File: config.mk
export PLATFORM = sky130hd
export DESIGN_NAME = uart_alu_host
export DESIGN_NICKNAME = d
export VERILOG_FILES = /design/src/rtl/uart_alu_host_pkg.sv /design/src/rtl/uart_alu_host_timeout_counter.sv /design/src/rtl/uart_alu_host.sv
export SDC_FILE = /design/constraint.sdc
export NUM_CORES = 1
export LEC_CHECK = 0
export CAP_MARGIN = 15
export CORE_ASPECT_RATIO = 2
export CORE_MARGIN = 10
export CORE_UTILIZATION = 46
export DETAILED_ROUTE_END_ITERATION = 8
export PLACE_DENSITY_LB_ADDON = 0.25
export SLEW_MARGIN = 10
export SYNTH_ARGS = -nofsm -noshare
export SYNTH_HDL_FRONTEND = slang
export SYNTH_SLANG_ARGS = --single-unit
File: constraint.sdc
create_clock -name i_clk -period 2 [get_ports i_clk]
set_input_delay 0.3 -clock i_clk [delete_from_list [all_inputs] [get_ports i_clk]]
set_output_delay 0.3 -clock i_clk [all_outputs]
set_load 0.03 [all_outputs]
File: src/rtl/uart_alu_host_pkg.sv
// rtl/uart_alu_host_pkg.sv - shared definitions for the UART ALU command link
//
// Purpose: state encoding of the host FSM, default widths, and the byte
//          order of a command frame (shared with the receiving interface).
// Ports:   none (package).
package uart_alu_host_pkg;

  localparam int N_DATA_DEF       = 8;
  localparam int NB_OPERATION_DEF = 6;

  // Position of each byte within a command frame.
  localparam int DATA_A  = 0;
  localparam int DATA_B  = 1;
  localparam int DATA_OP = 2;

  typedef enum logic [2:0] {
    ST_IDLE,
    ST_SEND_A,
    ST_WAIT_A,
    ST_SEND_B,
    ST_WAIT_B,
    ST_SEND_OP,
    ST_WAIT_OP,
    ST_WAIT_RES
  } state_t;

endpackage

File: src/rtl/uart_alu_host_timeout_counter.sv
// rtl/uart_alu_host_timeout_counter.sv - result wait timeout counter
//
// Purpose: counts enabled cycles and flags the terminal count
//          (TIMEOUT_CYCLES-1). Never wraps on its own in normal use: the
//          owner leaves the counting state on the terminal cycle.
// Ports:   i_clk, i_rst (async, active-high)
//          i_clear    - synchronous clear, has priority over i_enable
//          i_enable   - count this cycle
//          o_terminal - combinational, high while enabled at terminal count
module timeout_counter #(
  parameter int TIMEOUT_CYCLES = 1000000
) (
  input  logic i_clk,
  input  logic i_rst,
  input  logic i_clear,
  input  logic i_enable,
  output logic o_terminal
);

  localparam int W = (TIMEOUT_CYCLES > 1) ? $clog2(TIMEOUT_CYCLES) : 1;

  logic [W-1:0] count;

  always_ff @(posedge i_clk or posedge i_rst) begin
    if (i_rst) begin
      count <= '0;
    end else if (i_clear) begin
      count <= '0;
    end else if (i_enable) begin
      count <= count + W'(1);
    end
  end

  assign o_terminal = i_enable && (count == W'(TIMEOUT_CYCLES - 1));

endmodule

File: src/rtl/uart_alu_host.sv
// rtl/uart_alu_host.sv - host-side initiator for the UART ALU command link
//
// Purpose: on i_start captures (A, B, OP), sends them as three UART bytes in
//          order A, B, OP through the tx start/done handshake, then waits for
//          one result byte from the receiver or aborts on timeout.
// Ports:   i_clk, i_rst (async, active-high)
//          i_start, i_data_a, i_data_b, i_data_op - command request and operands
//          o_busy                                 - high outside IDLE
//          o_tx_data, o_tx_start, i_tx_done       - UART transmitter handshake
//          i_rx_data, i_rx_done                   - UART receiver word/strobe
//          o_result, o_result_valid               - result byte and its pulse
//          o_timeout                              - result wait aborted
//          o_parity_err                           - even parity failed on result
module uart_alu_host
  import uart_alu_host_pkg::*;
#(
  parameter int N_DATA         = N_DATA_DEF,
  parameter int PARITY_CHECK   = 0,
  parameter int NB_OPERATION   = NB_OPERATION_DEF,
  parameter int TIMEOUT_CYCLES = 1000000
) (
  input  logic                       i_clk,
  input  logic                       i_rst,
  input  logic                       i_start,
  input  logic [N_DATA-1:0]          i_data_a,
  input  logic [N_DATA-1:0]          i_data_b,
  input  logic [NB_OPERATION-1:0]    i_data_op,
  output logic                       o_busy,
  output logic [N_DATA-1:0]          o_tx_data,
  output logic                       o_tx_start,
  input  logic                       i_tx_done,
  input  logic [N_DATA+PARITY_CHECK-1:0] i_rx_data,
  input  logic                       i_rx_done,
  output logic [N_DATA-1:0]          o_result,
  output logic                       o_result_valid,
  output logic                       o_timeout,
  output logic                       o_parity_err
);

  state_t state, state_next;

  // Operand A goes straight into o_tx_data on the capture edge, so only B
  // and OP need their own holding registers.
  logic [N_DATA-1:0]       data_b_q;
  logic [NB_OPERATION-1:0] data_op_q;

  logic              load_cmd;
  logic              load_tx;
  logic [1:0]        tx_sel;
  logic [N_DATA-1:0] tx_next;
  logic              cnt_clear;
  logic              cnt_terminal;
  logic              take_result;
  logic              take_timeout;
  logic              parity_bad;

  timeout_counter #(
    .TIMEOUT_CYCLES(TIMEOUT_CYCLES)
  ) u_timeout (
    .i_clk     (i_clk),
    .i_rst     (i_rst),
    .i_clear   (cnt_clear),
    .i_enable  (state == ST_WAIT_RES),
    .o_terminal(cnt_terminal)
  );

  always_ff @(posedge i_clk or posedge i_rst) begin
    if (i_rst) begin
      state <= ST_IDLE;
    end else begin
      state <= state_next;
    end
  end

  always_comb begin
    state_next   = state;
    load_cmd     = 1'b0;
    load_tx      = 1'b0;
    tx_sel       = 2'(DATA_A);
    cnt_clear    = 1'b0;
    take_result  = 1'b0;
    take_timeout = 1'b0;
    case (state)
      ST_IDLE: begin
        if (i_start) begin
          load_cmd   = 1'b1;
          load_tx    = 1'b1;
          tx_sel     = 2'(DATA_A);
          state_next = ST_SEND_A;
        end
      end
      ST_SEND_A:  state_next = ST_WAIT_A;
      ST_WAIT_A: begin
        if (i_tx_done) begin
          load_tx    = 1'b1;
          tx_sel     = 2'(DATA_B);
          state_next = ST_SEND_B;
        end
      end
      ST_SEND_B:  state_next = ST_WAIT_B;
      ST_WAIT_B: begin
        if (i_tx_done) begin
          load_tx    = 1'b1;
          tx_sel     = 2'(DATA_OP);
          state_next = ST_SEND_OP;
        end
      end
      ST_SEND_OP: state_next = ST_WAIT_OP;
      ST_WAIT_OP: begin
        if (i_tx_done) begin
          cnt_clear  = 1'b1;
          state_next = ST_WAIT_RES;
        end
      end
      ST_WAIT_RES: begin
        // A result arriving on the terminal-count cycle beats the timeout.
        if (i_rx_done) begin
          take_result = 1'b1;
          state_next  = ST_IDLE;
        end else if (cnt_terminal) begin
          take_timeout = 1'b1;
          state_next   = ST_IDLE;
        end
      end
      default: state_next = ST_IDLE;
    endcase
  end

  always_comb begin
    case (tx_sel)
      2'(DATA_A): tx_next = i_data_a;
      2'(DATA_B): tx_next = data_b_q;
      default:    tx_next = N_DATA'(data_op_q);
    endcase
  end

  assign parity_bad = (PARITY_CHECK != 0) && (^i_rx_data);

  always_ff @(posedge i_clk or posedge i_rst) begin
    if (i_rst) begin
      data_b_q       <= '0;
      data_op_q      <= '0;
      o_tx_data      <= '0;
      o_result       <= '0;
      o_result_valid <= 1'b0;
      o_timeout      <= 1'b0;
      o_parity_err   <= 1'b0;
    end else begin
      o_result_valid <= take_result;
      o_parity_err   <= take_result && parity_bad;
      o_timeout      <= take_timeout;
      if (load_cmd) begin
        data_b_q  <= i_data_b;
        data_op_q <= i_data_op;
      end
      if (load_tx) begin
        o_tx_data <= tx_next;
      end
      if (take_result) begin
        o_result <= i_rx_data[N_DATA-1:0];
      end
    end
  end

  assign o_busy     = (state != ST_IDLE);
  assign o_tx_start = (state == ST_SEND_A) || (state == ST_SEND_B) ||
                      (state == ST_SEND_OP);

endmodule

==> results of run 1 <==
## final timing paths
| kind | start | endpoint | slack, ps | cells after the start |
|---|---|---|---|---|
| max | state[2]$_DFFE_PP0P_ | o_busy | 80 | 3 |
| min | i_rst | u_timeout.count[1]$_DFFE_PP0P_ | 360 | 3 |
| max reg2reg | u_timeout.count[3]$_DFFE_PP0P_ | u_timeout.count[19]$_DFFE_PP0P_ | 130 | 4 |
| min reg2reg | data_b_q[4]$_DFFE_PP0P_ | data_b_q[4]$_DFFE_PP0P_ | 480 | 2 |
| max in group asynchronous | i_rst | o_tx_data[7]$_DFFE_PP0P_ | 1410 | 3 |
| min in group i_clk | data_b_q[4]$_DFFE_PP0P_ | data_b_q[4]$_DFFE_PP0P_ | 480 | 2 |
## state kept, by name (all words and copies together) (netlist names)
name	flops
data_b_q	8
data_op_q	6
o_result	8
o_result_valid	1
o_timeout	1
o_tx_data	8
state	3
u_timeout.count	20
## cells in the final DEF (no fill, tap or decap), types with 2 or more instances in the layout
cell              n
a21oi_1           8
a22o_1            8
a2bb2oi_1         6
a32o_1            2
and3_1            3
and4_1            2
buf_4            19
clkbuf_1          2
clkbuf_8          5
clkdlybuf4s50_1  52
dfrtp_1          55
dlygate4sd2_1     2
inv_1             5
mux2_2           10
nand2_1          64
nand2b_1          3
nand3_1           6
nand4_1           6
nor2_1           12
nor2b_1           5
nor3_1            5
nor4_1            4
nor4b_1           3
o21ai_0          15
o31ai_1           4
or3_1             8
or4_1             3
xnor2_1           8
xor2_1            2
## final cells by class
type / instances / area [um2] / area share (%)
clock buffers: 7 / 76.3 / 2.24
clock inverters: 1 / 5.00 / 0.147
inverters: 6 / 22.5 / 0.662
multi-input cells: 196 / 1150 / 33.7
flip-flops and latches: 55 / 1380 / 40.4
well taps: 60 / 75.1 / 2.21
repair buffers: 74 / 701 / 20.6
## through the flow
| stage | setup WS (ps) | instance area [um2] | utilization, % | cells |
|---|---|---|---|---|
| floorplan | 147 | 2600 | - | 270 |
| global placement | 187 | 3330 | 60.8 | 391 |
| detailed placement | 126 | 3330 | 60.8 | 391 |
| CTS | 71.6 | 3400 | 62.3 | 399 |
| global route | 1.91 | 3400 | 62.3 | 399 |
| finish | 80.3 | 3400 | 62.3 | 399 |
## where the power goes
part | total, mW | switching, mW | internal [mW]
Combinational | 2.01 | 1.10 | 0.905
Sequential | 1.68 | 0.207 | 1.47
Clock | 0.591 | 0.344 | 0.247
## per-layer routing
metal,vias to the layer above,GRT usage (%)
met5,-,0
met4,0,5.96
met3,12,4.32
met2,58,26.9
met1,1082,15.2
li1,1082,-
## worst max-delay path, cell delays in order, from the launching register on
cell and delay, ps:
dfrtp_1 400, buf_4 170, or3_1 350, dlygate4sd2_1 390
## kinds of logic (layout without fill, tap and decap cells)
| logic type | count (synthesis) | count (layout) | share of synthesized area, % |
|---|---|---|---|
| AO/OA/AOI/OAI | 47 | 47 | 12.2 |
| XOR/XNOR | 10 | 10 | 3.37 |
| adder cells (fa/ha/maj) | 1 | 1 | 0.482 |
| buffers and inverters | 19 | 88 | 2.99 |
| flip-flops | 55 | 55 | 53.0 |
| multiplexers | 11 | 11 | 4.72 |
| other | 1 | 1 | 0.144 |
| AND/OR/NAND/NOR | 126 | 126 | 23.1 |
==> impl_results.md, run 1 <==
* WP data required at 1700 ps
* Period utilization at 96.0%
* Vias/cell at 5.60
* Register area share after synthesis at 53.0%
* Die Y at 126 um
* Post-synthesis cell count at 270
* H-tree depth at 2
* Die ar. at 9230 um2
* Total clock sinks at 55
* Hold crit path type: in -> async
* DRC viols at 0
* Grt total ovfl at 0
* Final setup fails at 0
* Max-cap violations at 0
* Post-CTS resize count at 2
* Synth warnings at 0
* Worst Setup End Kind: output port
* Slew Limit Fails at 0
* WP data arrival at 1620 ps
* Nets at about 370
* First-pass GRT wire length at 11.1 mm
* Max Fclk at approximately 0.52 GHz
* # fillers at 453
* Max VDD drop at approximately 0.97 mV
* Ports at 56
* Mapped cell area at about 2600 um2
* Synthesis-to-layout area growth at 31.1%
* Initial detailed-routing violation count at approximately 140
* P_leak at 1.47 nW
* Detailed Routing Iterations Pass 1 at 4
* Synth area leaders: dfrtp_1 (53%), nand2_1 (9.2%), mux2_2 (4.3%), o21ai_0 (2.9%), a22o_1 (2.7%)
* Mapped Avg Cell Area at between 9 and 10 um2
* Distinct cells, synth at 35
* Total power at 4.27 mW
* CTS buffer count at 5
* Biggest area consumer among synthesized cells: dfrtp_1
* CTS Buffer Depth at 2
* Pwr Density at 1260 nW/um2
* Site row count at 38
* Port Buf Inserts at 54
* Ratio of cells with drive above 1 in the final layout at 11.2%
* Ys flop type: dfrtp_1
* Vias in the first global route at 2319
* Initial core utilization at 47.5%
* Via count at 2234
* Yosys reg bits at between 50 and 60
* Clock transition at path regs at ~100 ps
* Pin count of the biggest net entering global routing at 56
* CTS tree: done
* Dpl hpwl at 5.18 mm
* Period minus WS final at 1920 ps
* Met1 WL at 2.37 mm
* Post-cts hold buffer count at 0
* Total Wirelength at 6.76 mm
* Ant. Diodes at 0
* Slew headroom at 63.0%
* Worst slew pin tran at roughly 550 ps
* Post-CTS setup buffer count at 0
* Post-synth top area share at a little over half
* Core Region at 5470 um2
* RSZ-0062 raised after global routing: no
* Die X at 73.1 um
* Antenna Nets Post-Route at 0
* Worst hold slack at 359 ps
* Post-synth EDFFs at 0
* GRT Util Overall at 15.0%
* Post-route setup TNS at 0 ps
* Hold Fails Final Rpt at 0
* DR WL met3 at 330 um
* Worst-path fanout max at 9
* Antenna violations before repair at 0
* Uppermost routed layer: met4
* WS Path Type: reg -> out
* GP Congestion at 0.946
* Root Driver: clkbuf_8
* Status: complete, no violations
* Routed WL per cell at 16.9 um
* Met2 WL at 3.92 mm
* Syn nets at 306
* Worst-skew pair later-pin latency at 310 ps
* Top cells by count, synth: nand2_1 (64), dfrtp_1 (55), o21ai_0 (15)
* Setup Skew at about 8.1 ps
* Crit start category: flop
* Most frequent cell after synthesis: nand2_1
* Async SR Flop Fraction at 100%
No activity file was read; power rests on OpenSTA's default activity.
==> run 2: changes to the inputs <==
- SLEW_MARGIN: 10 -> unset
==> results of run 2 <==
Same layout as run 1: the final DEF is identical, and so are final timing and power.
==> run 3: changes to the inputs <==
- CORE_MARGIN: 10 -> 8
==> run 3 against run 2 <==
  * Cell count is the same
  * First-iteration DRC count grew 13%
  * Combinational power shrank 3%
  * Critical path depth grew 2
  * Cell area grew 1.5%
  * Wire length shrank 8.8%
  * Utilization shrank 0.14 points
  * Maximum frequency grew 4.3%
  * Worst setup slack gained 80 ps
  * Power grew 4.8%
  * Die area shrank 8.5%
  * Largest power group unchanged
  * Highest routed layer unchanged
==> impl_results.md, run 3 (synthesized netlist as in run 1, its figures left out) <==
* Vias in the first global route at 2303 (-0.69%)
* Ratio of cells with drive above 1 in the final layout at 11.2% (+0.033 points)
* Root Driver: clkbuf_16
* Total Wirelength at 6.16 mm (-8.8%)
* Die ar. at 8450 um2 (-8.5%)
* Slowest CP cell: or4_1
* Post-CTS setup buffer count at 0 (unchanged)
* Crit start category: flop
* Core Region at 5560 um2 (+1.7%)
* Max-cap violations at 0 (unchanged)
* Detailed Routing Iterations Pass 1 at 4 (unchanged)
* Largest stage delay on the critical path at 510 ps (+110 ps)
* Max FFs per register at 20 (unchanged)
* Pin count of the biggest net entering global routing at 31 (-45%)
* Post-route setup TNS at 0 ps (unchanged)
* WS Path Type: reg -> reg
* WP data required at 2210 ps (+510 ps)
* Worst Setup End Kind: flop
* Antenna Nets Post-Route at 0 (unchanged)
* Nets at 373 (-0.27%)
* Port Buf Inserts at 54 (unchanged)
* Max Fclk at 0.544 GHz (+4.3%)
* Most frequent cells in the layout: nand2_1 (64), dfrtp_1 (54), clkdlybuf4s50_1 (52), buf_4 (18), o21ai_0 (15)
* Grt total ovfl at 0 (unchanged)
* Final setup fails at 0 (unchanged)
* Antenna violations before repair at 0 (unchanged)
* Commonest non-fill, non-tap cell in the layout: nand2_1
* CTS tree: done
* Hold crit path type: in -> async
* Total power at 4.48 mW (+4.8%)
* GP Congestion at 0.810 (-14%)
* Worst-skew pair later-pin latency at 290 ps (-20 ps)
* Period minus WS final at 1840 ps (-79.9 ps)
* First-pass GRT wire length at 10.7 mm (-3.6%)
* Routed WL per cell at 15.4 um (-8.8%)
* Setup Skew at 4.30 ps (-3.84 ps)
* Total clock sinks at 55 (unchanged)
* Site row count at 39 (+2.6%)
* Slew Limit Fails at 0 (unchanged)
* WP data arrival at 2050 ps (+430 ps)
* Initial core utilization at 46.7% (-0.81 points)
* Dpl hpwl at 4.60 mm (-11%)
* DRC viols at 0 (unchanged)
* CTS Buffer Depth at 2 (unchanged)
* Ports at 56 (unchanged)
* Biggest register: u_timeout.count
* Period utilization at 92.0% (-4.0 points)
* Worst-path fanout max at 5 (-4)
* Die X at 69.1 um (-5.5%)
* CTS buffer count at 5 (unchanged)
* RSZ-0062 raised after global routing: no
* P_leak at 1.49 nW (+1.4%)
* Hold Fails Final Rpt at 0 (unchanged)
* Vias/cell at 5.56 (-0.76%)
* GRT Util Overall at 14.9% (-0.044 points)
* H-tree depth at 2 (unchanged)
* Initial detailed-routing violation count at 153 (+13%)
* Pwr Density at 1300 nW/um2 (+3.2%)
* Max VDD drop at 1.04 mV (+7.3%)
* Status: complete, no violations
* Clock transition at path regs at 70 ps (-30 ps)
* Die Y at 122 um (-3.2%)
* Ant. Diodes at 0 (unchanged)
* Synthesis-to-layout area growth at 33.0%
* CP cell instances: ha_1 > nand3_1 > or3_1 > or4_1 > a21oi_1
* Via count at 2217 (-0.76%)
## run 3: cell count changes in the layout (fill, tap and decap cells not counted)
cell,delta
clkbuf_16,+5
clkbuf_8,-5
buf_4,-1
dfrtp_1,-1
dfrtp_2,+1
## run 3: worst max-delay path: cells and delay by family (launching register included)
family                     cells  cell delay (ps)
adders and majority gates      1              240
DFF                            1              390
AOI/OAI and AO/OA              1              150
and+or+nand+nor                3              980
## run 3: final timing paths
| kind | startpoint | end | slack (ps) | depth (start not counted) |
|---|---|---|---|---|
| max | u_timeout.count[0]$_DFFE_PP0P_ | u_timeout.count[16]$_DFFE_PP0P_ | 160 | 5 |
| min | i_rst | o_timeout$_DFF_PP0_ | 270 | 2 |
| max reg2reg | u_timeout.count[0]$_DFFE_PP0P_ | u_timeout.count[16]$_DFFE_PP0P_ | 160 | 5 |
| min reg2reg | data_b_q[7]$_DFFE_PP0P_ | data_b_q[7]$_DFFE_PP0P_ | 470 | 2 |
| max in group asynchronous | i_rst | data_op_q[2]$_DFFE_PP0P_ | 1250 | 3 |
| min in group i_clk | data_b_q[7]$_DFFE_PP0P_ | data_b_q[7]$_DFFE_PP0P_ | 470 | 2 |
## run 3: timing repair
action / in CTS / in global routing
setup endpoints to repair: 2 / 2
cloned: 0 / 0
resized for setup: 2 / 1
hold buffers: 0 / 0
## run 3: final cells by class
| cell class | count | area, um2 |
|---|---|---|
| well taps | 61 | 76.3 |
| multi-input cells | 196 | 1150 |
| fillers | 491 | 2110 |
| repair buffers | 73 | 693 |
| clock buffers | 7 | 133 |
| flip-flops and latches | 55 | 1380 |
| clock inverters | 1 | 5.00 |
| inverters | 6 | 22.5 |
## run 3: metal layers
layer | share of wire [%] | up-vias | global-route usage, %
met2 | 48 | 63 | 25.0
li1 | - | 1073 | -
met1 | 44 | 1074 | 17.7
met4 | 1.2 | 0 | 4.39
met3 | 6.7 | 7 | 4.77
met5 | 0 | - | 0
## run 3: power breakdown
part | switching (mW) | internal, mW | total, mW
logic | 1.05 | 0.890 | 1.94
registers | 0.229 | 1.47 | 1.70
clock network | 0.370 | 0.464 | 0.833
total | 1.65 | 2.83 | 4.48
## run 3: through the flow
stage	hold WS (ps)	util (%)	instance area, um2	instances	setup slack, ps
detailed placement	464	59.7	3320	391	158
global placement	460	59.7	3320	391	195
floorplan	366	-	2600	270	147
CTS	281	62.1	3450	399	132
global route	309	62.1	3460	399	58.4
finish	273	62.1	3460	399	160
